`config.mk`:
```
export PLATFORM = sky130hd
export DESIGN_NAME = bitserial_mvm_ctrl_flat
export DESIGN_NICKNAME = d
export VERILOG_FILES = /design/src/rtl/bsmvm_pkg.sv /design/src/rtl/bitserial_mvm_ctrl_if.sv /design/src/rtl/bsmvm_plane_gen.sv /design/src/rtl/bitserial_mvm_ctrl.sv /design/src/flat_wrapper.sv
export SDC_FILE = /design/constraint.sdc
export NUM_CORES = 1
export LEC_CHECK = 0
export CAP_MARGIN = 40
export CORE_AREA = 10 10 297 299
export DETAILED_ROUTE_END_ITERATION = 7
export DIE_AREA = 0 0 307 309
export GPL_TIMING_DRIVEN = 0
export HOLD_SLACK_MARGIN = 0.03
export PLACE_DENSITY = 0.65
export SYNTH_ARGS = -nofsm -noshare
export SYNTH_HDL_FRONTEND = slang
export SYNTH_SLANG_ARGS = --single-unit
```
`constraint.sdc`:
```
create_clock -name clk -period 6.8 [get_ports clk]
set_input_delay 1.36 -clock clk [delete_from_list [all_inputs] [get_ports clk]]
set_output_delay 1.36 -clock clk [all_outputs]
set_load 0.05 [all_outputs]
```
`src/rtl/bsmvm_pkg.sv`:
```
// Shared constants and types for the bit-serial MVM sequencer.
// Imported by the interface, the plane generator and the top.
package bsmvm_pkg;
   localparam int N_ELEM  = 32;
   localparam int ABITS   = 4;
   localparam int WBITS   = 4;
   localparam int OUT_W   = 13;
   localparam int N_COL   = 4;
   localparam int TIMEOUT = 64;
   localparam int PV_W    = N_ELEM * WBITS;
   localparam int WROW_W  = N_COL * WBITS;
   localparam int RES_W   = N_COL * OUT_W;
   localparam int P_W     = $clog2(ABITS);
   localparam int CNT_W   = $clog2(TIMEOUT);
   localparam int IDX_W   = $clog2(N_ELEM);

   typedef enum logic [1:0] {
      S_IDLE,
      S_ISSUE,
      S_WAIT,
      S_RESP
   } state_t;

   typedef logic [PV_W-1:0]   plane_t;
   typedef logic [WROW_W-1:0] wrow_t;
endpackage

```
`src/rtl/bitserial_mvm_ctrl_if.sv`:
```
// Row, datapath and result handshakes of the MVM sequencer.
// master = controller side, slave = environment side.
interface bitserial_mvm_ctrl_if;
   import bsmvm_pkg::*;

   logic                 act_valid;
   logic                 act_ready;
   plane_t               act_data;
   logic                 dp_in_valid;
   plane_t               dp_in_data1;
   plane_t               dp_in_data2;
   plane_t               dp_in_data3;
   plane_t               dp_in_data4;
   logic                 dp_out_valid;
   logic [OUT_W-1:0]     dp_O1;
   logic [OUT_W-1:0]     dp_O2;
   logic [OUT_W-1:0]     dp_O3;
   logic [OUT_W-1:0]     dp_O4;
   logic                 res_valid;
   logic                 res_ready;
   logic [RES_W-1:0]     res_data;
   logic [1:0]           res_tag;

   modport master (
      input  act_valid, act_data, dp_out_valid,
      input  dp_O1, dp_O2, dp_O3, dp_O4, res_ready,
      output act_ready, dp_in_valid,
      output dp_in_data1, dp_in_data2, dp_in_data3, dp_in_data4,
      output res_valid, res_data, res_tag
   );

   modport slave (
      output act_valid, act_data, dp_out_valid,
      output dp_O1, dp_O2, dp_O3, dp_O4, res_ready,
      input  act_ready, dp_in_valid,
      input  dp_in_data1, dp_in_data2, dp_in_data3, dp_in_data4,
      input  res_valid, res_data, res_tag
   );
endinterface

```
`src/rtl/bsmvm_plane_gen.sv`:
```
// Builds one bit-plane per column: activation bit p of each
// element gates that element's weight nibble for the column.
module bsmvm_plane_gen
   import bsmvm_pkg::*;
(
   input  plane_t                        act,
   input  logic [N_ELEM-1:0][WROW_W-1:0] w,
   input  logic [P_W-1:0]                p,
   output logic [N_COL-1:0][PV_W-1:0]    plane
);

   // AND-mask every weight nibble with the selected activation bit
   always_comb begin
      plane = '0;
      for (int k = 0; k < N_ELEM; k++) begin
         for (int c = 0; c < N_COL; c++) begin
            plane[c][k*WBITS +: WBITS] =
               {WBITS{act[k*ABITS + int'(p)]}} & w[k][c*WBITS +: WBITS];
         end
      end
   end

endmodule

```
`src/rtl/bitserial_mvm_ctrl.sv`:
```
// Bit-serial MVM sequencer: weight regfile, row accept,
// MSB-first plane issue, result capture with timeout.
module bitserial_mvm_ctrl
   import bsmvm_pkg::*;
(
   input  logic                  clk,
   input  logic                  rst_n,
   input  logic                  w_we,
   input  logic [IDX_W-1:0]      w_idx,
   input  logic [WROW_W-1:0]     w_data,
   bitserial_mvm_ctrl_if.master  bus,
   output logic                  err
);

   state_t                        state;
   state_t                        nxt;
   logic [N_ELEM-1:0][WROW_W-1:0] wreg;
   plane_t                        act_q;
   logic [P_W-1:0]                p_q;
   logic [CNT_W-1:0]              wcnt;
   logic [RES_W-1:0]              res_q;
   logic [1:0]                    tag;
   logic [N_COL-1:0][PV_W-1:0]    plane;
   logic                          issue;
   logic                          accept;
   logic                          tmo;

   assign issue  = (state == S_ISSUE);
   assign accept = (state == S_IDLE) && bus.act_valid;
   assign tmo    = (state == S_WAIT) && !bus.dp_out_valid
                   && (wcnt == CNT_W'(TIMEOUT-1));

   bsmvm_plane_gen u_gen (
      .act   (act_q),
      .w     (wreg),
      .p     (p_q),
      .plane (plane)
   );

   // state register
   always_ff @(posedge clk or negedge rst_n) begin
      if (!rst_n) state <= S_IDLE;
      else        state <= nxt;
   end

   // next-state logic
   always_comb begin
      nxt = state;
      unique case (state)
         S_IDLE:  if (bus.act_valid) nxt = S_ISSUE;
         S_ISSUE: if (p_q == '0) nxt = S_WAIT;
         S_WAIT: begin
            if (bus.dp_out_valid) nxt = S_RESP;
            else if (tmo)         nxt = S_IDLE;
         end
         S_RESP:  if (bus.res_ready) nxt = S_IDLE;
         default: nxt = S_IDLE;
      endcase
   end

   // outputs decoded from state; planes forced to 0 when idle
   always_comb begin
      bus.act_ready   = rst_n && (state == S_IDLE);
      bus.dp_in_valid = issue;
      bus.dp_in_data1 = issue ? plane[0] : '0;
      bus.dp_in_data2 = issue ? plane[1] : '0;
      bus.dp_in_data3 = issue ? plane[2] : '0;
      bus.dp_in_data4 = issue ? plane[3] : '0;
      bus.res_valid   = (state == S_RESP);
      bus.res_data    = res_q;
      bus.res_tag     = tag;
   end

   // weight regfile, writable only while idle
   always_ff @(posedge clk or negedge rst_n) begin
      if (!rst_n)                        wreg <= '0;
      else if (state == S_IDLE && w_we)  wreg[w_idx] <= w_data;
   end

   // row latch, plane index and wait counter
   always_ff @(posedge clk or negedge rst_n) begin
      if (!rst_n) begin
         act_q <= '0;
         p_q   <= '0;
         wcnt  <= '0;
      end else begin
         if (accept) begin
            act_q <= bus.act_data;
            p_q   <= P_W'(ABITS-1);
         end else if (issue) begin
            p_q <= p_q - 1'b1;
         end
         if (state == S_WAIT) wcnt <= wcnt + 1'b1;
         else                 wcnt <= '0;
      end
   end

   // result capture, tag sequence and sticky error
   always_ff @(posedge clk or negedge rst_n) begin
      if (!rst_n) begin
         res_q <= '0;
         tag   <= '0;
         err   <= 1'b0;
      end else begin
         if (state == S_WAIT && bus.dp_out_valid)
            res_q <= {bus.dp_O4, bus.dp_O3, bus.dp_O2, bus.dp_O1};
         if (tmo || (state == S_RESP && bus.res_ready))
            tag <= tag + 1'b1;
         if (tmo || (state != S_WAIT && bus.dp_out_valid))
            err <= 1'b1;
      end
   end

endmodule

```
`src/flat_wrapper.sv`:
```
// flat-port wrapper written by rule: the top's interface ports become plain ports
module bitserial_mvm_ctrl_flat import bsmvm_pkg::*;
  (clk, rst_n, w_we, w_idx, w_data, err, bus_act_valid, bus_act_data, bus_dp_out_valid, bus_dp_O1, bus_dp_O2, bus_dp_O3, bus_dp_O4, bus_res_ready, bus_act_ready, bus_dp_in_valid, bus_dp_in_data1, bus_dp_in_data2, bus_dp_in_data3, bus_dp_in_data4, bus_res_valid, bus_res_data, bus_res_tag);
  bitserial_mvm_ctrl_if bus_i ();
  input  logic clk;
  input  logic rst_n;
  input  logic w_we;
  input  logic [IDX_W-1:0] w_idx;
  input  logic [WROW_W-1:0] w_data;
  output logic err;
  input wire logic [$bits(bus_i.act_valid)-1:0] bus_act_valid;
  input wire logic [$bits(bus_i.act_data)-1:0] bus_act_data;
  input wire logic [$bits(bus_i.dp_out_valid)-1:0] bus_dp_out_valid;
  input wire logic [$bits(bus_i.dp_O1)-1:0] bus_dp_O1;
  input wire logic [$bits(bus_i.dp_O2)-1:0] bus_dp_O2;
  input wire logic [$bits(bus_i.dp_O3)-1:0] bus_dp_O3;
  input wire logic [$bits(bus_i.dp_O4)-1:0] bus_dp_O4;
  input wire logic [$bits(bus_i.res_ready)-1:0] bus_res_ready;
  output wire logic [$bits(bus_i.act_ready)-1:0] bus_act_ready;
  output wire logic [$bits(bus_i.dp_in_valid)-1:0] bus_dp_in_valid;
  output wire logic [$bits(bus_i.dp_in_data1)-1:0] bus_dp_in_data1;
  output wire logic [$bits(bus_i.dp_in_data2)-1:0] bus_dp_in_data2;
  output wire logic [$bits(bus_i.dp_in_data3)-1:0] bus_dp_in_data3;
  output wire logic [$bits(bus_i.dp_in_data4)-1:0] bus_dp_in_data4;
  output wire logic [$bits(bus_i.res_valid)-1:0] bus_res_valid;
  output wire logic [$bits(bus_i.res_data)-1:0] bus_res_data;
  output wire logic [$bits(bus_i.res_tag)-1:0] bus_res_tag;
  assign bus_i.act_valid = bus_act_valid;
  assign bus_i.act_data = bus_act_data;
  assign bus_i.dp_out_valid = bus_dp_out_valid;
  assign bus_i.dp_O1 = bus_dp_O1;
  assign bus_i.dp_O2 = bus_dp_O2;
  assign bus_i.dp_O3 = bus_dp_O3;
  assign bus_i.dp_O4 = bus_dp_O4;
  assign bus_i.res_ready = bus_res_ready;
  assign bus_act_ready = bus_i.act_ready;
  assign bus_dp_in_valid = bus_i.dp_in_valid;
  assign bus_dp_in_data1 = bus_i.dp_in_data1;
  assign bus_dp_in_data2 = bus_i.dp_in_data2;
  assign bus_dp_in_data3 = bus_i.dp_in_data3;
  assign bus_dp_in_data4 = bus_i.dp_in_data4;
  assign bus_res_valid = bus_i.res_valid;
  assign bus_res_data = bus_i.res_data;
  assign bus_res_tag = bus_i.res_tag;
  bitserial_mvm_ctrl u_core (.clk(clk), .rst_n(rst_n), .w_we(w_we), .w_idx(w_idx), .w_data(w_data), .bus(bus_i), .err(err));
endmodule
```
==> run metrics <==
kind of start point of the critical path flip-flop; proportion of netlist area held by the largest area contributor 57.0%; Slew Limit Fails 0; pin count of the biggest net entering global routing 125; leading register cell type out of synthesis dfrtp_1; overall die width 307 um; post-place instance area 40700 um2; post-synthesis cell type with the largest combined area dfrtp_1; Mapped Cells 2248; number of buffer cells added on primary ports 774; Clk Latency, worst-skew pair 630 ps; Cell Count Post-Placement 4136; starting density of the core 37.8%; critical path type flip-flop to output pin; Final GP Congestion 0.878; Worst Max-Slew Pin Slew 942 ps; first-pass GRT wire length 186000 um; number of endpoints failing setup at the final stage 0; Worst IR Drop VDD 0.000333 V; cell internal pwr 10.6 mW; leakage power figure 21.1 nW; Core ar. 81800 um2; final worst path period need 5970 ps; share of flip-flops with an asynchronous set or reset 100%; number of warnings issued by yosys 0; final hold violations 0; FP Rows 105; number of detailed-routing iterations run before antenna repair 5; Layout Skew 26.3 ps; die height 309 um; number of hold-repair buffers added at the cts stage 0; total length of routed wires 135000 um; Worst Path Max Fanout 10; Switching Share 41.1%; HPWL reported at the end of detailed placement 105000 um; Synth-to-Final Area Change 40.0%; Worst-path clk slew 60 ps; status finished clean; Final Cycle Share 87.8%; sum of negative setup slack 0 ps; vias per std cell 5.44; count of flip-flops with a built-in enable after synthesis 0; share of power burned in combinational logic 42.3%; DRC violation total after the first TritonRoute iteration 1582; critical-path cell with the highest stage delay clkdlybuf4s50_1; count of boundary I/O pins 777; arrival time reported for the critical path endpoint 4610 ps; power per standard cell area 417 nW/um2; synthesized area per cell 13.8 um2; final std cell area, no fill 43300 um2; area of the die 94900 um2; Remaining DRCs 0; initial antenna violation count 24; relative max-transition margin 37.2%; crit path cell chain clkbuf_1 -> and2b_1 -> buf_2 -> buf_2 -> clkbuf_1 -> and3_1 -> clkdlybuf4s50_1; count of state elements after synthesis 705; count of cell types in the netlist 41; max_cap viols 0; global route total overflow 0; TritonCTS clock tree yes; clock tree root driver cell clkbuf_16; type of destination of the critical path output pin; share of final-layout standard cells stronger than drive strength 1 30.4%; antenna-violating nets left 0; clock tree sinks 705; H-tree depth 3; per-cell routed wire length 31.4 um; Crit path largest cell delay 870 ps; Achievable Freq 0.167 GHz; non-filler instance count after layout 4290; share of synthesized area occupied by flip-flops and latches 57.0%; Clock Tree Buf Depth 3; aggregate global-route resource usage 27.4%; Post-layout nets 3355; share of power burned in registers 34.0%; Switch Pwr 7.43 mW; synth top area cells dfrtp_1 57%, mux2_2 25%, and3_1 10%, mux4_2 2.3%, clkbuf_1 1.7%; Clk network pwr share 23.7%; vias in the first global route 25.0k; setup repair after global routing missed its margin no; total number of vias 23.3k; Synthesized Nets 2457; Worst Hold Class flip-flop to flip-flop; number of fill cells in the layout 6890; Post-CTS Setup Bufs 0; data required time at the worst endpoint 5440 ps; post-cts gate resize count 0; TritonCTS buffer count 78; cell area after synthesis 30900 um2
## synthesized netlist by cell type, types with 4 or more instances
library cell  number
buf_1              5
mux2_2           692
buf_2             59
and2_1             4
dfrtp_1          705
nand3_1           14
nor2_1             8
and3_1           512
nor2_2             4
nor2b_1            6
nand3_2            8
nand2_1            8
clkbuf_1         144
mux4_2            32
## layout make-up
| class | count | area (um2) | share of cell area [%] |
|---|---|---|---|
| Inverter | 2 | 7.51 | 0.0173 |
| Clock inverter | 28 | 309 | 0.713 |
| Antenna cell | 14 | 35.0 | 0.0809 |
| Clock buffer | 112 | 2260 | 5.22 |
| Timing Repair Buffer | 818 | 8440 | 19.5 |
| Sequential cell | 705 | 17600 | 40.7 |
| Tap cell | 1070 | 1340 | 3.09 |
| Multi-Input combinational cell | 1328 | 12400 | 28.6 |
| Buffer | 213 | 900 | 2.08 |
## power by group through the flow
| stage | Combinational (mW) | Sequential (mW) | Clock [mW] |
|---|---|---|---|
| after floorplan | 3.90 | 6.50 | 0 |
| after global placement | 7.35 | 6.16 | 0 |
| after detailed placement | 7.64 | 6.19 | 0 |
| after CTS | 7.66 | 6.12 | 4.36 |
| after global routing | 8.01 | 6.26 | 4.53 |
| final | 7.64 | 6.14 | 4.28 |
## per-stage QoR
step	total power, mW	setup WS (ps)	utilization (%)	hold WS (ps)
after floorplan	10.4	3060	-	433
after global placement	13.5	-26370	48.9	447
after detailed placement	13.8	1220	49.8	460
after CTS	18.1	774	52.9	471
after global routing	18.8	669	52.9	486
final	18.1	828	52.9	477
## routing by layer
| metal | track usage [%] | up-vias | share of wire [%] |
|---|---|---|---|
| met3 | 6.18 | 200 | 6.8 |
| li1 | - | 9926 | - |
| met5 | 0 | - | 0 |
| met4 | 10.7 | 0 | 3.7 |
| met2 | 46.7 | 936 | 49 |
| met1 | 33.5 | 12300 | 40 |
## worst paths after layout
kind / startpoint / endpoint / slack [ps] / cells past startpoint
min reg2reg: u_core.wcnt[0] / u_core.wcnt[0] / 480 / 1
min: u_core.wcnt[0] / u_core.wcnt[0] / 480 / 1
max reg2reg: u_core.state[0] / u_core.wreg[366] / 4140 / 5
max: u_core.state[0] / bus_dp_in_data2[1] / 830 / 7
max in group asynchronous: rst_n / u_core.wreg[25] / 3940 / 4
min in group asynchronous: rst_n / u_core.act_q[60] / 800 / 1
## flip-flops by register name, indices dropped and copies added, names as in the netlist
signal,flops
u_core.act_q,128
u_core.bus.res_data,52
u_core.wreg,512
u_core.state,2
u_core.wcnt,6
u_core.bus.res_tag,2
u_core.p_q,2
u_core.err,1
## cells in the final DEF, fill, tap and decap left out, types with 4 or more instances in the layout
cell | netlist | layout
buf_2 | 59 | 59
clkbuf_8 | 0 | 16
mux4_2 | 32 | 32
nand3_2 | 8 | 8
buf_16 | 0 | 7
nor2_2 | 4 | 4
clkbuf_16 | 0 | 79
nor2b_1 | 6 | 6
clkbuf_1 | 144 | 161
buf_8 | 0 | 21
nand2_1 | 8 | 8
and2_1 | 4 | 4
dfrtp_1 | 705 | 705
and3_1 | 512 | 512
nor2_1 | 8 | 8
bufinv_16 | 0 | 5
clkdlybuf4s50_1 | 0 | 773
nand3_1 | 14 | 14
clkinv_2 | 0 | 15
buf_1 | 5 | 5
diode_2 | 0 | 14
inv_6 | 0 | 4
buf_6 | 2 | 19
mux2_2 | 692 | 692
## critical path, delay by kind of cell, from the launching register on
kind	cells	cell delay (ps)
DFF	1	580
buffers and inverters	5	2670
and+or+nand+nor	2	750
## cells by family (layout without fill, tap and decap cells)
| group | Yosys count | count (layout) | share of synthesized area, % |
|---|---|---|---|
| simple gates | 587 | 587 | 12.1 |
| flops | 705 | 705 | 57.0 |
| mux | 724 | 724 | 27.5 |
| buf+inv | 215 | 1173 | 2.93 |
| compound gates | 10 | 10 | 0.214 |
| other cells | 0 | 14 | 0 |
| xor+xnor | 5 | 5 | 0.142 |
| fa+ha+maj | 2 | 2 | 0.0809 |
Note: power is estimated with default switching activity, not from simulation.
